--- src/rtl/lsu_mem_stage.sv ---
// Memory-access stage: one outstanding valid/ready data-memory request per load/store.
// Define LSU_MISALIGN_CHECK_EN to reject misaligned H/HU/W accesses instead of aligning down.
module lsu_mem_stage (
   input  logic        clk,
   input  logic        rst_n,
   input  logic [31:0] pc,
   input  logic [31:0] EX_result,
   input  logic [31:0] rs2_value,
   input  logic [4:0]  rd,
   input  logic        R_wen,
   input  logic [3:0]  csr_wen,
   input  logic [31:0] csrs,
   input  logic        mem_ren,
   input  logic        mem_wen,
   input  logic [2:0]  funct3,
   output logic        stall,
   output logic        mem_req_valid,
   input  logic        mem_req_ready,
   output logic [31:0] mem_req_addr,
   output logic        mem_req_wen,
   output logic [31:0] mem_req_wdata,
   output logic [3:0]  mem_req_wstrb,
   input  logic        mem_rsp_valid,
   input  logic [31:0] mem_rsp_rdata,
   output logic [31:0] wb_pc,
   output logic [31:0] wb_data,
   output logic [31:0] wb_csrs,
   output logic [4:0]  wb_rd,
   output logic        wb_R_wen,
   output logic [3:0]  wb_csr_wen,
   output logic        misalign_err
);

   typedef enum logic [1:0] {
      IDLE = 2'd0,
      REQ  = 2'd1,
      RESP = 2'd2
   } state_t;

   state_t      state, state_nxt;

   logic [31:0] s_pc, s_addr, s_rs2, s_csrs;
   logic [4:0]  s_rd;
   logic        s_rwen, s_wen;
   logic [3:0]  s_cwen;
   logic [2:0]  s_f3;

   logic        in_mem, in_misal;
   logic [1:0]  off;
   logic [31:0] sh, ld_data, wdata;
   logic [3:0]  wstrb;

   assign in_mem = mem_ren | mem_wen;

`ifdef LSU_MISALIGN_CHECK_EN
   assign in_misal = in_mem &
                     ((funct3[1:0] == 2'b01 & EX_result[0]) |
                      (funct3[1] & (EX_result[1:0] != 2'b00)));
`else
   assign in_misal = 1'b0;
`endif

   always_ff @(posedge clk or negedge rst_n) begin
      if (!rst_n) state <= IDLE;
      else        state <= state_nxt;
   end

   always_comb begin
      state_nxt = state;
      unique case (state)
         IDLE:    if (in_mem & ~in_misal) state_nxt = REQ;
         REQ:     if (mem_req_ready)      state_nxt = RESP;
         RESP:    if (mem_rsp_valid)      state_nxt = IDLE;
         default: state_nxt = IDLE;
      endcase
   end

   // Rejected accesses lose their write enables here so they retire as bubbles.
   always_ff @(posedge clk or negedge rst_n) begin
      if (!rst_n) begin
         s_pc   <= '0;
         s_addr <= '0;
         s_rs2  <= '0;
         s_csrs <= '0;
         s_rd   <= '0;
         s_rwen <= 1'b0;
         s_wen  <= 1'b0;
         s_cwen <= '0;
         s_f3   <= '0;
      end else if (state == IDLE) begin
         s_pc   <= pc;
         s_addr <= EX_result;
         s_rs2  <= rs2_value;
         s_csrs <= csrs;
         s_rd   <= rd;
         s_rwen <= R_wen & ~in_misal;
         s_wen  <= mem_wen & ~in_misal;
         s_cwen <= csr_wen & {4{~in_misal}};
         s_f3   <= funct3;
      end else if (state == RESP && mem_rsp_valid) begin
         s_rwen <= 1'b0;
         s_wen  <= 1'b0;
         s_cwen <= '0;
      end
   end

   always_comb begin
      off = s_addr[1:0];
      if (s_f3[1])      off = 2'b00;
      else if (s_f3[0]) off[0] = 1'b0;
      wdata = s_rs2;
      wstrb = 4'hF;
      unique case (1'b1)
         s_f3[1]: begin
            wdata = s_rs2;
            wstrb = 4'hF;
         end
         (s_f3[1:0] == 2'b01): begin
            wdata = {2{s_rs2[15:0]}};
            wstrb = 4'b0011 << off;
         end
         (s_f3[1:0] == 2'b00): begin
            wdata = {4{s_rs2[7:0]}};
            wstrb = 4'b0001 << off;
         end
         default: ;
      endcase
   end

   always_comb begin
      sh      = mem_rsp_rdata >> {off, 3'b000};
      ld_data = sh;
      unique case (1'b1)
         s_f3[1]:
            ld_data = sh;
         (s_f3[1:0] == 2'b01):
            ld_data = {{16{sh[15] & ~s_f3[2]}}, sh[15:0]};
         (s_f3[1:0] == 2'b00):
            ld_data = {{24{sh[7] & ~s_f3[2]}}, sh[7:0]};
         default: ;
      endcase
   end

   assign stall         = (state != IDLE);
   assign mem_req_valid = (state == REQ);
   assign mem_req_addr  = mem_req_valid ? {s_addr[31:2], 2'b00} : '0;
   assign mem_req_wen   = mem_req_valid & s_wen;
   assign mem_req_wdata = mem_req_valid ? wdata : '0;
   assign mem_req_wstrb = mem_req_wen ? wstrb : 4'h0;

   always_ff @(posedge clk or negedge rst_n) begin
      if (!rst_n) begin
         wb_pc      <= '0;
         wb_data    <= '0;
         wb_csrs    <= '0;
         wb_rd      <= '0;
         wb_R_wen   <= 1'b0;
         wb_csr_wen <= '0;
      end else if (state == IDLE) begin
         wb_pc      <= s_pc;
         wb_data    <= s_addr;
         wb_csrs    <= s_csrs;
         wb_rd      <= s_rd;
         wb_R_wen   <= s_rwen;
         wb_csr_wen <= s_cwen;
      end else if (state == RESP && mem_rsp_valid) begin
         wb_pc      <= s_pc;
         wb_data    <= ld_data;
         wb_csrs    <= s_csrs;
         wb_rd      <= s_rd;
         wb_R_wen   <= s_rwen;
         wb_csr_wen <= s_cwen;
      end else begin
         wb_R_wen   <= 1'b0;
         wb_csr_wen <= '0;
      end
   end

`ifdef LSU_MISALIGN_CHECK_EN
   logic s_misal;

   always_ff @(posedge clk or negedge rst_n) begin
      if (!rst_n)              s_misal <= 1'b0;
      else if (state == IDLE)  s_misal <= in_misal;
   end

   always_ff @(posedge clk or negedge rst_n) begin
      if (!rst_n) misalign_err <= 1'b0;
      else        misalign_err <= (state == IDLE) & s_misal;
   end
`else
   assign misalign_err = 1'b0;
`endif

endmodule

--- config.mk ---
export PLATFORM = sky130hd
export DESIGN_NAME = lsu_mem_stage
export DESIGN_NICKNAME = d
export VERILOG_FILES = /design/src/rtl/lsu_mem_stage.sv
export SDC_FILE = /design/constraint.sdc
export NUM_CORES = 1
export LEC_CHECK = 0
export ABC_AREA = 1
export CAP_MARGIN = 20
export CORE_AREA = 2 2 180 182
export DETAILED_ROUTE_END_ITERATION = 10
export DIE_AREA = 0 0 182 184
export RECOVER_POWER = 25
export SLEW_MARGIN = 20
export SYNTH_ARGS = -nofsm -noshare
export SYNTH_HDL_FRONTEND = slang
export SYNTH_SLANG_ARGS = --single-unit
--- constraint.sdc ---
create_clock -name clk -period 1.6 [get_ports clk]
set_clock_uncertainty 0.05 [all_clocks]
set_input_delay 0.16 -clock clk [delete_from_list [all_inputs] [get_ports clk]]
set_output_delay 0.16 -clock clk [all_outputs]
set_load 0.05 [all_outputs]
== Word level (Yosys, flattened, before mapping) ==
Index checks and enable logic that the tools add are counted.
Operators by class
  equal/unequal tests: 6
  shifts and indexed selects: 3
  muxes and demuxes: 30
  bitwise gates (word level): 5
  reduce and logical (&&, ||, !) cells: 6
Operator list (number)
  32-bit 2-to-1 mux: 8
  32-bit case mux with 2 select lines: 2
  32-bit by 5-bit right shift with 32-bit output: 1
  4-bit 2-to-1 mux: 5
  5-bit 2-to-1 mux: 2
  1-bit 2-to-1 mux: 8
  4-bit case mux with 2 select lines: 1
  2-bit 2-to-1 mux: 3
  2-bit case mux with 3 select lines: 1
  2-bit by 1-bit == test with 1-bit output (second input constant): 2
  2-bit zero test: 2
  2-bit != test (second input constant): 2
  2-bit nonzero test: 2
  1-bit by 2-bit << shifter with 4-bit output (first input constant): 1
  2-bit by 2-bit << shifter with 4-bit output (first input constant): 1
  1-bit bitwise AND: 3
  3-bit AND reduction: 1
  2-bit == test (second input constant): 1
  2-bit by 1-bit != test with 1-bit output (second input constant): 1
  1-bit logical AND: 1
  1-bit inverter: 1
  1-bit OR: 1
Storage, ports and cells
  register bits: 250
  input bits: 179
  output and inout bits: 178
  logic and storage cells: 66

== Logic depth before layout (Yosys ltp) ==
Gate-level depths: netlist (run 1).
  depth in word-level cells: 7
  depth in mapped cells: 11
  depth with buffers taken out: 10

== Least setup slack after synthesis (run 1) ==
OpenSTA, ideal clock, no wires.
  path kind: reg2out
  start point: reg state[1]
  end point: out mem_req_wstrb[0]
  arrival: 2.618 ns
  data required time: 1.390 ns
  path slack: -1.228 ns
  stages on the path, launching flop included: 6
  buffers on the path: 0
  path through: dfrtp_1 -> nor2_2 -> inv_2 -> nor2_1 -> inv_1 -> nor3_1
On the way
  cells in the longest elaborated chain, start to end: 3
Ends and longest elaborated chain
  start: declaration: line 40  | state_t state, state_nxt;
  start signal: assignment: line 65  | else state <= state_nxt;
  2-bit by 1-bit == test with 1-bit output: line 145  | assign mem_req_valid = (state == REQ);
  1-bit bitwise AND: line 147  | assign mem_req_wen = mem_req_valid & s_wen;
  net mem_req_wen: line 20  | output logic mem_req_wen,
  4-bit 2-to-1 mux: line 149  | assign mem_req_wstrb = mem_req_wen ? wstrb : 4'h0;
  end: declaration: line 22  | output logic [3:0] mem_req_wstrb,
The timed path passes the listed nets, and every way through them passes these cells.

== Worst setup path after layout (run 1) ==
  start point: reg state[1]
  end point: out mem_req_wstrb[2]
On the way
  cells in the longest elaborated chain, start to end: 3
Ends and longest elaborated chain (line)
  2-bit by 1-bit == test with 1-bit output: 145
  1-bit bitwise AND: 147
  4-bit 2-to-1 mux: 149
No other way between the ends.

==> results of run 1 <==
==> worst max-delay path, cell delays in order, from the launching register on <==
cell and delay, ns:
sky130_fd_sc_hd__dfrtp_2 0.42, sky130_fd_sc_hd__nor2_4 0.16, sky130_fd_sc_hd__inv_4 0.11, sky130_fd_sc_hd__nor2_4 0.14, sky130_fd_sc_hd__buf_4 0.14, sky130_fd_sc_hd__o21ai_4 0.07, sky130_fd_sc_hd__nor2_4 0.12, sky130_fd_sc_hd__buf_6 0.16
==> through the flow <==
stage,worst slack [ns],setup TNS (ns),power [W],cells,hold WS [ns]
final,-0.478,-31.40,0.0463,2167,0.100
after global routing,-0.559,-41.99,0.0492,2166,0.0974
after CTS,-0.490,-29.58,0.0438,2127,0.0505
after detailed placement,-0.0622,-0.807,0.0356,2072,0.0437
after global placement,-0.0329,-0.0889,0.0352,2072,0.0407
after floorplan,-0.172,-4.90,0.0263,1330,-0.186
==> synthesized netlist by cell type, drive strengths merged <==
| master | count |
|---|---|
| a211oi | 2 |
| dfrtp | 250 |
| nand2 | 383 |
| nand3 | 77 |
| buf | 60 |
| conb | 1 |
| o22ai | 8 |
| o21ai | 222 |
| a21oi | 56 |
| clkbuf | 24 |
| nor3 | 2 |
| nor2 | 61 |
| o211ai | 7 |
| inv | 174 |
| or2 | 1 |
==> power by group through the flow <==
stage / Sequential (W) / Combinational [W] / Clock, W
3_5_place_dp: 0.0109 / 0.0246 / 0
6_report: 0.0110 / 0.0288 / 0.00643
2_1_floorplan: 0.0149 / 0.0115 / 0
3_3_place_gp: 0.0108 / 0.0244 / 0
5_1_grt: 0.0114 / 0.0309 / 0.00688
4_1_cts: 0.0110 / 0.0262 / 0.00659
==> metal layers <==
layer  share of wire  GRT usage  up-vias
met1            0.42      0.263     4885
met2            0.47      0.341      338
met3           0.077     0.0616       70
met5               0          0        -
met4           0.033     0.0729        0
li1                -          -     5013
==> cell type report <==
class,instances,area [sq um],share of cell area
inverter,174,691,0.0377
clock inverter,12,125,0.00682
sequential,250,6260,0.341
timing repair buffer,464,5310,0.290
antenna,4,10.0,0.000546
tap,402,503,0.0274
clock buffer,39,812,0.0443
multi-input combinational,822,4630,0.252
==> cell families after synthesis <==
logic type	Yosys count
and+or+nand+nor	524
AOI/OAI and AO/OA	295
buffers and inverters	258
DFF	250
other	1
==> what timing repair did <==
action | in CTS | in global routing
endpoints found under the hold margin | 250 | 0
pin swaps | 11 | 28
buffers inserted | 10 | 27
gates cloned | 1 | 12
hold buffers | 1 | 0
gates resized for setup | 128 | 119
endpoints found under the setup margin | 100 | 192
==> path summary, 6_finish.rpt <==
kind | from | cells after the start | slack, ns | to
max | state[1] | 7 | -0.48 | mem_req_wstrb[2]
min | csr_wen[2] | 3 | 0.10 | s_cwen[2]
max reg2reg | s_f3[1] | 12 | -0.23 | wb_data[24]
min reg2reg | wb_data[29] | 2 | 0.43 | wb_data[29]
max in group asynchronous | rst_n | 3 | 0.10 | state[1]
min in group asynchronous | rst_n | 2 | 0.37 | s_addr[3]
==> state kept, by name (all words and copies together) (netlist names), 32 cells and up <==
register  count
s_addr       32
s_csrs       32
s_pc         32
s_rs2        32
wb_csrs      32
wb_data      32
wb_pc        32
==> metrics.txt, run 1 <==
# TYPE chip_impl_metric gauge
chip_impl_metric{name="cts_buffer_depth",unit=""} 3
chip_impl_metric{name="antenna_left",unit=""} 0
chip_impl_metric{name="timing_worst_slew_pin_value",unit="ns"} 1.27
chip_impl_metric{name="post-route-util",unit=""} 0.584
chip_impl_metric{name="core_region",unit="sq mm"} 0.0314
chip_impl_metric{name="fillers",unit=""} 2750
chip_impl_metric{name="die-width",unit="microns"} 182
chip_impl_metric{name="min_period_over_period",unit=""} 1.30
chip_impl_metric{name="port_buffers",unit=""} 353
chip_impl_metric{name="grt_max_degree",unit=""} 69
chip_impl_metric{name="drv_slew",unit=""} 0
chip_impl_metric{name="grt_pass1_wl",unit="mm"} 55.3
chip_impl_metric{name="synth-warning-count",unit=""} 0
chip_impl_metric{name="die_area",unit="sq mm"} 0.0335
chip_impl_metric{name="synth-seq-area-share",unit=""} 0.571
chip_impl_metric{name="clk_transition_reported_paths",unit="ns"} 0.06
chip_impl_metric{name="report.final.setup_viol",unit=""} 99
chip_impl_metric{name="cts_num_sinks",unit=""} 250
chip_impl_metric{name="track_usage",unit=""} 0.208
chip_impl_info{name="startpoint_type",value="register"} 1
chip_impl_metric{name="post-route-worst-setup-slack",unit="ns"} -0.478
chip_impl_metric{name="synthXorXnorAreaFrac",unit=""} 0
chip_impl_metric{name="synthAdderAreaFrac",unit=""} 0
chip_impl_metric{name="timing.critical_path.fanout_max",unit=""} 6
chip_impl_metric{name="drive_above_1_share",unit=""} 0.279
chip_impl_metric{name="vias_in_the_first_global_route",unit=""} 10234
chip_impl_metric{name="routed-via-count",unit=""} 10306
chip_impl_info{name="timing_worst_setup_path_type",value="reg -> out"} 1
chip_impl_info{name="buffer_cell_driving_the_clock_tree_root",value="sky130_fd_sc_hd__clkbuf_16"} 1
chip_impl_metric{name="core.rowCount",unit=""} 65
chip_impl_info{name="synth.area.top_cells",value="sky130_fd_sc_hd__dfrtp_1, sky130_fd_sc_hd__nand2_1, sky130_fd_sc_hd__o21ai_0, sky130_fd_sc_hd__inv_1, sky130_fd_sc_hd__nand3_1"} 1
chip_impl_metric{name="power.leakage",unit="nW"} 8.59
chip_impl_metric{name="max_slew_margin",unit=""} 0.155
chip_impl_metric{name="detail_route.wirelength",unit="mm"} 38.1
chip_impl_info{name="tritoncts_clock_tree",value="built"} 1
chip_impl_metric{name="power.density",unit="mW/mm^2"} 2520
chip_impl_metric{name="initial_utilization",unit=""} 0.349
chip_impl_metric{name="cp_arrival",unit="ns"} 1.87
chip_impl_metric{name="grt_overflow",unit=""} 0
chip_impl_metric{name="hold_violations",unit=""} 0
chip_impl_info{name="violations",value="setup timing"} 1
chip_impl_metric{name="hpwl",unit="mm"} 25.4
chip_impl_metric{name="drt_pre_antenna_iters",unit=""} 7
chip_impl_metric{name="synthesis.area_per_instance",unit="sq um"} 8.25
chip_impl_metric{name="post_dp_cell_area",unit="sq mm"} 0.0159
chip_impl_metric{name="chipHeight",unit="microns"} 184
chip_impl_metric{name="htree_levels",unit=""} 1
chip_impl_metric{name="synth-compound-area-share",unit=""} 0.138
chip_impl_info{name="mostFrequentLayoutCells",value="sky130_fd_sc_hd__nand2_1, sky130_fd_sc_hd__dfrtp_1, sky130_fd_sc_hd__clkdlybuf4s50_1"} 1
chip_impl_info{name="setup_repair_after_global_routing_missed_its_margin",value="yes"} 1
chip_impl_metric{name="p_sw",unit="W"} 0.0223
chip_impl_info{name="outcome",value="finished, violations left"} 1
chip_impl_metric{name="detail_route.wl_per_cell",unit="microns"} 17.6
chip_impl_metric{name="timing.critical_path.required",unit="ns"} 1.39
chip_impl_metric{name="first_iter_violations",unit=""} 530
chip_impl_metric{name="gate_count_post_synth",unit=""} 1328
chip_impl_metric{name="clock_power_share",unit=""} 0.139
chip_impl_metric{name="design.portCount",unit=""} 357
chip_impl_metric{name="worst_skew_pair.late_latency",unit="ns"} 0.55
chip_impl_metric{name="ys_seq_elements",unit=""} 250
chip_impl_metric{name="layout-area-overhead-vs-synth",unit="%"} 67.4
chip_impl_metric{name="design_area",unit="sq mm"} 0.0183
chip_impl_metric{name="max_cap_viol_count",unit=""} 0
chip_impl_metric{name="synthesis.area",unit="sq mm"} 0.0110
chip_impl_metric{name="synth_top_cell_area_share",unit=""} 0.571
chip_impl_metric{name="fraction_of_power_spent_switching_nets",unit=""} 0.482
chip_impl_info{name="layout_commonest_cell",value="sky130_fd_sc_hd__nand2_1"} 1
chip_impl_metric{name="p_comb_frac",unit=""} 0.623
chip_impl_metric{name="antenna_found_initial",unit=""} 5
chip_impl_info{name="dominant_combinational_cell_family_by_area_after_synthesis",value="simple AND/OR/NAND/NOR gates"} 1
chip_impl_metric{name="cts_buffers",unit=""} 28
chip_impl_metric{name="synth_cell_types",unit=""} 24
chip_impl_metric{name="nets",unit=""} 1919
chip_impl_info{name="timing.hold.worst.class",value="in -> reg"} 1
chip_impl_metric{name="internal_power",unit="W"} 0.0240
chip_impl_metric{name="fmax",unit="GHz"} 0.481
chip_impl_metric{name="drc",unit=""} 0
chip_impl_metric{name="route.detailed.vias_per_inst",unit=""} 4.76
chip_impl_metric{name="synth_simple_gate_area_share",unit=""} 0.192
chip_impl_metric{name="multiplexer_fraction_of_the_synthesized_cell_area",unit=""} 0
chip_impl_info{name="timing.critical_path.to_type",value="output port"} 1
chip_impl_info{name="netlist.top_cell.by_area",value="sky130_fd_sc_hd__dfrtp_1"} 1
chip_impl_metric{name="place_congestion",unit=""} 0.869
chip_impl_metric{name="power.ir.vdd_worst",unit="mV"} 1.32
chip_impl_metric{name="power.share.sequential",unit=""} 0.238
chip_impl_metric{name="period_needed",unit="ns"} 2.08
(Power assumes the default switching activity.)
==> inputs of run 2 (changes only) <==
--- a/config.mk
+++ b/config.mk
@@ -6,6 +6,7 @@
 export NUM_CORES = 1
 export LEC_CHECK = 0
 export ABC_AREA = 1
+export ABC_CLOCK_PERIOD_IN_PS = 1600
 export CAP_MARGIN = 20
 export CORE_AREA = 2 2 180 182
 export DETAILED_ROUTE_END_ITERATION = 10
@@ -15,3 +16,4 @@
 export SYNTH_ARGS = -nofsm -noshare
 export SYNTH_HDL_FRONTEND = slang
 export SYNTH_SLANG_ARGS = --single-unit
+export TNS_END_PERCENT = 50
==> metrics.txt, run 2 (synthesis gave the netlist of run 1 again) <==
# TYPE chip_impl_metric gauge
chip_impl_info{name="layout_commonest_cell",value="sky130_fd_sc_hd__nand2_1"} 1
chip_impl_info{name="violations",value="setup timing"} 1
chip_impl_metric{name="die_area",unit="sq mm"} 0.0335
chip_impl_info{name="timing_worst_setup_path_type",value="reg -> out"} 1
chip_impl_metric{name="fmax",unit="GHz"} 0.479
chip_impl_metric{name="nets",unit=""} 1927
chip_impl_metric{name="cts_num_sinks",unit=""} 250
chip_impl_metric{name="clk_transition_reported_paths",unit="ns"} 0.06
chip_impl_metric{name="drive_above_1_share",unit=""} 0.282
chip_impl_metric{name="crit_buf_inv",unit=""} 3
chip_impl_metric{name="drt_pre_antenna_iters",unit=""} 5
chip_impl_metric{name="grt_max_degree",unit=""} 55
chip_impl_info{name="outcome",value="finished, violations left"} 1
chip_impl_metric{name="chipHeight",unit="microns"} 184
chip_impl_metric{name="die-width",unit="microns"} 182
chip_impl_metric{name="port_buffers",unit=""} 353
chip_impl_metric{name="post-route-worst-setup-slack",unit="ns"} -0.489
chip_impl_metric{name="track_usage",unit=""} 0.211
chip_impl_metric{name="post-route-util",unit=""} 0.581
chip_impl_metric{name="power.ir.vdd_worst",unit="mV"} 1.38
chip_impl_metric{name="vias_in_the_first_global_route",unit=""} 10339
chip_impl_metric{name="hpwl",unit="mm"} 26.4
chip_impl_metric{name="timing_worst_slew_pin_value",unit="ns"} 1.34
chip_impl_info{name="cell_seen_most_often_among_critical_path_stages",value="sky130_fd_sc_hd__nor2_4"} 1
chip_impl_metric{name="cts_buffer_depth",unit=""} 3
chip_impl_info{name="crit_slowest_cell",value="sky130_fd_sc_hd__dfrtp_2"} 1
chip_impl_info{name="setup_repair_after_global_routing_missed_its_margin",value="yes"} 1
chip_impl_metric{name="drc",unit=""} 0
chip_impl_metric{name="routed-via-count",unit=""} 10319
chip_impl_metric{name="cts_buffers",unit=""} 28
chip_impl_metric{name="fillers",unit=""} 2753
chip_impl_metric{name="first_iter_violations",unit=""} 482
chip_impl_info{name="timing.hold.worst.class",value="in -> reg"} 1
chip_impl_metric{name="htree_levels",unit=""} 1
chip_impl_metric{name="timing.critical_path.required",unit="ns"} 1.39
chip_impl_info{name="mostFrequentLayoutCells",value="sky130_fd_sc_hd__nand2_1, sky130_fd_sc_hd__dfrtp_1, sky130_fd_sc_hd__clkdlybuf4s50_1"} 1
chip_impl_metric{name="core_region",unit="sq mm"} 0.0314
chip_impl_metric{name="detail_route.wl_per_cell",unit="microns"} 17.2
chip_impl_info{name="startpoint_type",value="register"} 1
chip_impl_metric{name="min_period_over_period",unit=""} 1.31
chip_impl_metric{name="max_cap_viol_count",unit=""} 0
chip_impl_metric{name="power",unit="W"} 0.0458
chip_impl_metric{name="critical_path.max_stage_delay",unit="ns"} 0.43
chip_impl_metric{name="use_met1",unit=""} 0.260
chip_impl_metric{name="hold_violations",unit=""} 0
chip_impl_metric{name="route.detailed.vias_per_inst",unit=""} 4.74
chip_impl_metric{name="cp_arrival",unit="ns"} 1.88
chip_impl_info{name="buffer_cell_driving_the_clock_tree_root",value="sky130_fd_sc_hd__clkbuf_16"} 1
chip_impl_info{name="critical_path.top_delay_family",value="simple AND/OR/NAND/NOR gates"} 1
chip_impl_metric{name="antenna_found_initial",unit=""} 8
chip_impl_metric{name="detail_route.wirelength",unit="mm"} 37.3
chip_impl_metric{name="max_slew_margin",unit=""} 0.108
chip_impl_metric{name="grt_pass1_wl",unit="mm"} 56.2
chip_impl_metric{name="initial_utilization",unit=""} 0.349
chip_impl_info{name="timing.critical_path.to_type",value="output port"} 1
chip_impl_metric{name="drv_slew",unit=""} 0
chip_impl_metric{name="place_congestion",unit=""} 0.917
chip_impl_metric{name="seq_area",unit="sq mm"} 0.00626
chip_impl_metric{name="power.density",unit="mW/mm^2"} 2520
chip_impl_metric{name="core.rowCount",unit=""} 65
chip_impl_metric{name="grt_util_met2",unit=""} 0.344
chip_impl_metric{name="report.final.setup_viol",unit=""} 94
chip_impl_info{name="path_cells",value="nor2_4 > inv_4 > nor2_4 > buf_4 > o21ai_4 > nor2_4 > buf_8"} 1
chip_impl_metric{name="ff2ff_setup_slack",unit="ns"} -0.09
chip_impl_metric{name="timing.critical_path.fanout_max",unit=""} 3
chip_impl_metric{name="layout-area-overhead-vs-synth",unit="%"} 66.4
chip_impl_metric{name="grt_overflow",unit=""} 0
chip_impl_metric{name="fin_tns_setup",unit="ns"} -29.28
chip_impl_metric{name="multiInputGateArea",unit="sq mm"} 0.00452
chip_impl_metric{name="power.leakage",unit="nW"} 8.58
chip_impl_info{name="tritoncts_clock_tree",value="built"} 1
chip_impl_metric{name="antenna_left",unit=""} 0
chip_impl_metric{name="place_ws",unit="ns"} -0.0768
chip_impl_metric{name="worst_skew_pair.late_latency",unit="ns"} 0.54
chip_impl_metric{name="design.portCount",unit=""} 357
chip_impl_metric{name="global_route.usage.met3",unit=""} 0.0644
chip_impl_info{name="grt.busiest_layer",value="met2"} 1
chip_impl_metric{name="period_needed",unit="ns"} 2.09
## run 2: cell types whose count changed in the layout (fill, tap and decap cells not counted), sizes merged
cell and delta:
clkinvlp -3, inv -1, buf +12, diode +3, clkinv -5, bufinv +2
## run 2: layer usage
metal / part of all wire / vias to the layer above
met5: 0.00027 / -
met4: 0.039 / 2
met3: 0.076 / 83
met2: 0.48 / 333
met1: 0.41 / 4877
li1: - / 5024
## run 2: cell type report
type / instances / share of cell area
repair inverters: 1 / 0.000343
repair buffers: 471 / 0.290
flip-flops and latches: 250 / 0.343
diodes: 7 / 0.000961
multi-input cells: 822 / 0.248
well taps: 402 / 0.0276
clock inverters: 4 / 0.00522
inverters: 174 / 0.0375
clock buffers: 44 / 0.0467
## run 2: what timing repair did
item                                    4_1_cts  5_1_grt
endpoints found under the setup margin       89      154
gates resized for setup                     129      123
pin swaps                                    13       20
hold endpoints to repair                    203        0
setup buffers                                 7       18
gates cloned                                  1        6
hold buffers                                  1        0
## run 2: power breakdown
| group | total (W) | internal (W) | switching, W |
|---|---|---|---|
| logic | 0.0283 | 0.0105 | 0.0177 |
| clock network | 0.00661 | 0.00409 | 0.00252 |
| registers | 0.0110 | 0.00945 | 0.00151 |
| total | 0.0458 | 0.0241 | 0.0218 |
## run 2: worst paths after layout
path                            from                to  cells after the start
min in group asynchronous      rst_n        s_csrs[16]                      2
max in group asynchronous      rst_n         s_csrs[6]                      4
hold reg to reg            s_rs2[26]         s_rs2[26]                      2
hold / removal              csrs[25]        s_csrs[25]                      3
setup / recovery            state[1]  mem_req_wstrb[3]                      7
setup reg to reg             s_f3[1]       wb_data[21]                      9
## run 2: worst reg2reg max path, stage by stage, from the launching register on
cell and delay (ns):
sky130_fd_sc_hd__dfrtp_2 0.42, sky130_fd_sc_hd__buf_6 0.14, sky130_fd_sc_hd__nor2_4 0.18, sky130_fd_sc_hd__buf_6 0.15
sky130_fd_sc_hd__nand3_2 0.11, sky130_fd_sc_hd__nand3_4 0.14, sky130_fd_sc_hd__clkbuf_16 0.19, sky130_fd_sc_hd__nand3_1 0.09
sky130_fd_sc_hd__nand2_1 0.07, sky130_fd_sc_hd__nand2_1 0.04
## run 2: stage by stage
stage                     area (sq um)  cells  hold WS, ns
after floorplan                  11300   1330       -0.186
after CTS                        17700   2150       0.0707
final                            18200   2175        0.114
after global placement           16200   2096       0.0515
after global routing             18200   2174        0.119
after detailed placement         16200   2096       0.0575
==> inputs of run 3 (changes only) <==
--- a/config.mk
+++ b/config.mk
@@ -11,7 +11,7 @@
 export CORE_AREA = 2 2 180 182
 export DETAILED_ROUTE_END_ITERATION = 10
 export DIE_AREA = 0 0 182 184
-export RECOVER_POWER = 25
+export RECOVER_POWER = 100
 export SLEW_MARGIN = 20
 export SYNTH_ARGS = -nofsm -noshare
 export SYNTH_HDL_FRONTEND = slang
==> metrics.txt, run 3 (synthesis gave the netlist of run 1 again) <==
# TYPE chip_impl_metric gauge
chip_impl_info{name="outcome",value="finished, violations left"} 1
chip_impl_info{name="violations",value="setup timing"} 1
chip_impl_info{name="min-delay-start",value="csrs[25]"} 1
chip_impl_metric{name="global_route.usage.met3",unit=""} 0.0644
chip_impl_metric{name="cts_buffer_depth",unit=""} 3
chip_impl_metric{name="drive_above_1_share",unit=""} 0.281
chip_impl_info{name="timing.hold.worst.class",value="in -> reg"} 1
chip_impl_metric{name="cp_arrival",unit="ns"} 1.87
chip_impl_metric{name="r2r_cells",unit=""} 6
chip_impl_metric{name="cts_num_sinks",unit=""} 250
chip_impl_metric{name="chipHeight",unit="microns"} 184
chip_impl_metric{name="timing_worst_slew_pin_value",unit="ns"} 1.33
chip_impl_metric{name="power.density",unit="mW/mm^2"} 2500
chip_impl_info{name="timing.critical_path.to_type",value="output port"} 1
chip_impl_metric{name="initial_utilization",unit=""} 0.349
chip_impl_metric{name="report.final.setup_viol",unit=""} 285
chip_impl_metric{name="use_met1",unit=""} 0.260
chip_impl_metric{name="routed-via-count",unit=""} 10324
chip_impl_metric{name="dpl.cell_count",unit=""} 2096
chip_impl_metric{name="antenna_found_initial",unit=""} 8
chip_impl_info{name="mostFrequentLayoutCells",value="sky130_fd_sc_hd__nand2_1, sky130_fd_sc_hd__dfrtp_1, sky130_fd_sc_hd__clkdlybuf4s50_1"} 1
chip_impl_metric{name="period_needed",unit="ns"} 2.08
chip_impl_metric{name="grt_util_met2",unit=""} 0.344
chip_impl_metric{name="grt_max_degree",unit=""} 55
chip_impl_metric{name="die-width",unit="microns"} 182
chip_impl_info{name="crit_slowest_cell",value="sky130_fd_sc_hd__dfrtp_1"} 1
chip_impl_metric{name="fmax",unit="GHz"} 0.481
chip_impl_metric{name="core.rowCount",unit=""} 65
chip_impl_metric{name="first_iter_violations",unit=""} 469
chip_impl_metric{name="max_slew_margin",unit=""} 0.116
chip_impl_metric{name="max_cap_viol_count",unit=""} 0
chip_impl_metric{name="nets",unit=""} 1927
chip_impl_metric{name="grt_overflow",unit=""} 0
chip_impl_metric{name="route.detailed.vias_per_inst",unit=""} 4.75
chip_impl_metric{name="critical_path.max_stage_delay",unit="ns"} 0.35
chip_impl_metric{name="worst_skew_pair.late_latency",unit="ns"} 0.54
chip_impl_metric{name="clk_transition_reported_paths",unit="ns"} 0.06
chip_impl_metric{name="final_cells",unit=""} 2175
chip_impl_info{name="grt.busiest_layer",value="met2"} 1
chip_impl_info{name="startpoint_type",value="register"} 1
chip_impl_metric{name="detail_route.wl_per_cell",unit="microns"} 17.1
chip_impl_metric{name="antenna_left",unit=""} 0
chip_impl_metric{name="design.portCount",unit=""} 357
chip_impl_info{name="setup_repair_after_global_routing_missed_its_margin",value="yes"} 1
chip_impl_metric{name="drc",unit=""} 0
chip_impl_metric{name="port_buffers",unit=""} 353
chip_impl_metric{name="post-route-worst-setup-slack",unit="ns"} -0.480
chip_impl_metric{name="track_usage",unit=""} 0.211
chip_impl_metric{name="timing.critical_path.required",unit="ns"} 1.39
chip_impl_metric{name="htree_levels",unit=""} 1
chip_impl_metric{name="hold_violations",unit=""} 0
chip_impl_metric{name="power.leakage",unit="nW"} 8.49
chip_impl_info{name="timing_worst_setup_path_type",value="reg -> out"} 1
chip_impl_metric{name="timing.critical_path.fanout_max",unit=""} 3
chip_impl_metric{name="layout-area-overhead-vs-synth",unit="%"} 63.5
chip_impl_metric{name="min_period_over_period",unit=""} 1.30
chip_impl_metric{name="drt_pre_antenna_iters",unit=""} 5
chip_impl_metric{name="vias_in_the_first_global_route",unit=""} 10339
chip_impl_metric{name="fillers",unit=""} 2832
chip_impl_metric{name="drv_slew",unit=""} 0
chip_impl_metric{name="hpwl",unit="mm"} 26.4
chip_impl_metric{name="core_region",unit="sq mm"} 0.0314
chip_impl_metric{name="place_congestion",unit=""} 0.917
chip_impl_metric{name="post-route-util",unit=""} 0.571
chip_impl_info{name="tritoncts_clock_tree",value="built"} 1
chip_impl_info{name="buffer_cell_driving_the_clock_tree_root",value="sky130_fd_sc_hd__clkbuf_16"} 1
chip_impl_metric{name="ff2ff_setup_slack",unit="ns"} -0.22
chip_impl_info{name="critical_path.top_delay_family",value="simple AND/OR/NAND/NOR gates"} 1
chip_impl_metric{name="detail_route.wirelength",unit="mm"} 37.2
chip_impl_metric{name="grt_pass1_wl",unit="mm"} 56.2
chip_impl_info{name="layout_commonest_cell",value="sky130_fd_sc_hd__nand2_1"} 1
chip_impl_metric{name="cts_buffers",unit=""} 28
chip_impl_info{name="min_to",value="s_csrs[25]"} 1
chip_impl_info{name="path_cells",value="inv_2 > nor2_4 > inv_4 > nor2_4 > buf_4 > o21ai_4 > nor2_4 > buf_8"} 1
chip_impl_metric{name="whs",unit="ns"} 0.114
chip_impl_metric{name="crit_buf_inv",unit=""} 4
chip_impl_info{name="worst_r2r_startpoint",value="state[1]"} 1
chip_impl_metric{name="power.ir.vdd_worst",unit="mV"} 1.38
chip_impl_metric{name="die_area",unit="sq mm"} 0.0335
chip_impl_info{name="r2r-end",value="s_f3[1]"} 1
chip_impl_metric{name="worstHoldPathCells",unit=""} 3
chip_impl_info{name="cell_seen_most_often_among_critical_path_stages",value="sky130_fd_sc_hd__nor2_4"} 1
-- run 3: changes by cell type in the layout (fill, tap and decap cells not counted) --
cell,before,now
sky130_fd_sc_hd__nand2_8,2,1
sky130_fd_sc_hd__nor2_2,27,28
sky130_fd_sc_hd__or2_4,1,0
sky130_fd_sc_hd__nand2_4,2,3
sky130_fd_sc_hd__nor2_4,26,25
sky130_fd_sc_hd__buf_12,83,82
sky130_fd_sc_hd__buf_4,163,58
sky130_fd_sc_hd__clkbuf_2,1,108
sky130_fd_sc_hd__or2_0,0,1
sky130_fd_sc_hd__buf_16,2,1
-- run 3: repair_timing --
item / CTS / global route
setup buffers: 7 / 18
gates cloned: 1 / 6
pin swaps: 13 / 20
gates resized for setup: 129 / 123
endpoints found under the hold margin: 203 / 0
hold buffers: 1 / 0
setup endpoints to repair: 89 / 154
-- run 3: through the flow --
step | setup TNS, ns | instance area, sq um | setup slack (ns) | power, W
floorplan | -6.29 | 11300 | -0.172 | 0.0263
global placement | -0.928 | 16200 | -0.0383 | 0.0358
detailed placement | -2.31 | 16200 | -0.0768 | 0.0362
CTS | -30.01 | 17700 | -0.515 | 0.0444
global route | -85.66 | 17900 | -0.552 | 0.0477
finish | -44.81 | 17900 | -0.480 | 0.0449
-- run 3: cell type report --
| cell class | instances | area (sq um) | area share |
|---|---|---|---|
| Antenna cell | 7 | 17.5 | 0.000978 |
| Multi-Input combinational cell | 822 | 4500 | 0.251 |
| Timing Repair inverter | 1 | 6.26 | 0.000349 |
| Clock inverter | 4 | 95.1 | 0.00531 |
| Timing Repair Buffer | 471 | 4990 | 0.279 |
| Inverter | 174 | 683 | 0.0381 |
| Clock buffer | 44 | 852 | 0.0476 |
| Sequential cell | 250 | 6260 | 0.349 |
| Tap cell | 402 | 503 | 0.0281 |
-- run 3: worst max path at each step --
stage                  startpoint  slack [ns]  cells after the start          endpoint
detailed placement  mem_rsp_valid       -0.08                      5         wb_pc[31]
CTS                      state[1]       -0.51                      6  mem_req_wstrb[0]
floorplan                state[1]       -0.17                      5  mem_req_wstrb[0]
global route             state[0]       -0.55                      8  mem_req_wstrb[3]
global placement    mem_rsp_valid       -0.04                      7        wb_data[4]
finish                   state[0]       -0.48                      8  mem_req_wstrb[3]
-- run 3: power breakdown --
group	switching, W	internal [W]	leakage (nW)	total (W)
sequential	0.00149	0.00945	3.09	0.0109
combinational	0.0177	0.00964	4.94	0.0273
clock	0.00251	0.00409	0.464	0.00660
-- run 3: layer usage --
metal,up-vias,part of all wire
li1,5032,-
met1,4864,0.41
met2,345,0.48
met3,81,0.078
met4,2,0.039
met5,-,0.00035
-- run 3: worst register-to-register path: cells and delay by family, from the launching register on --
kind                   cells  cell delay (ns)
DFF                        1             0.42
buffers and inverters      3             0.86
and+or+nand+nor            2             0.30
AOI/OAI and AO/OA          1             0.10
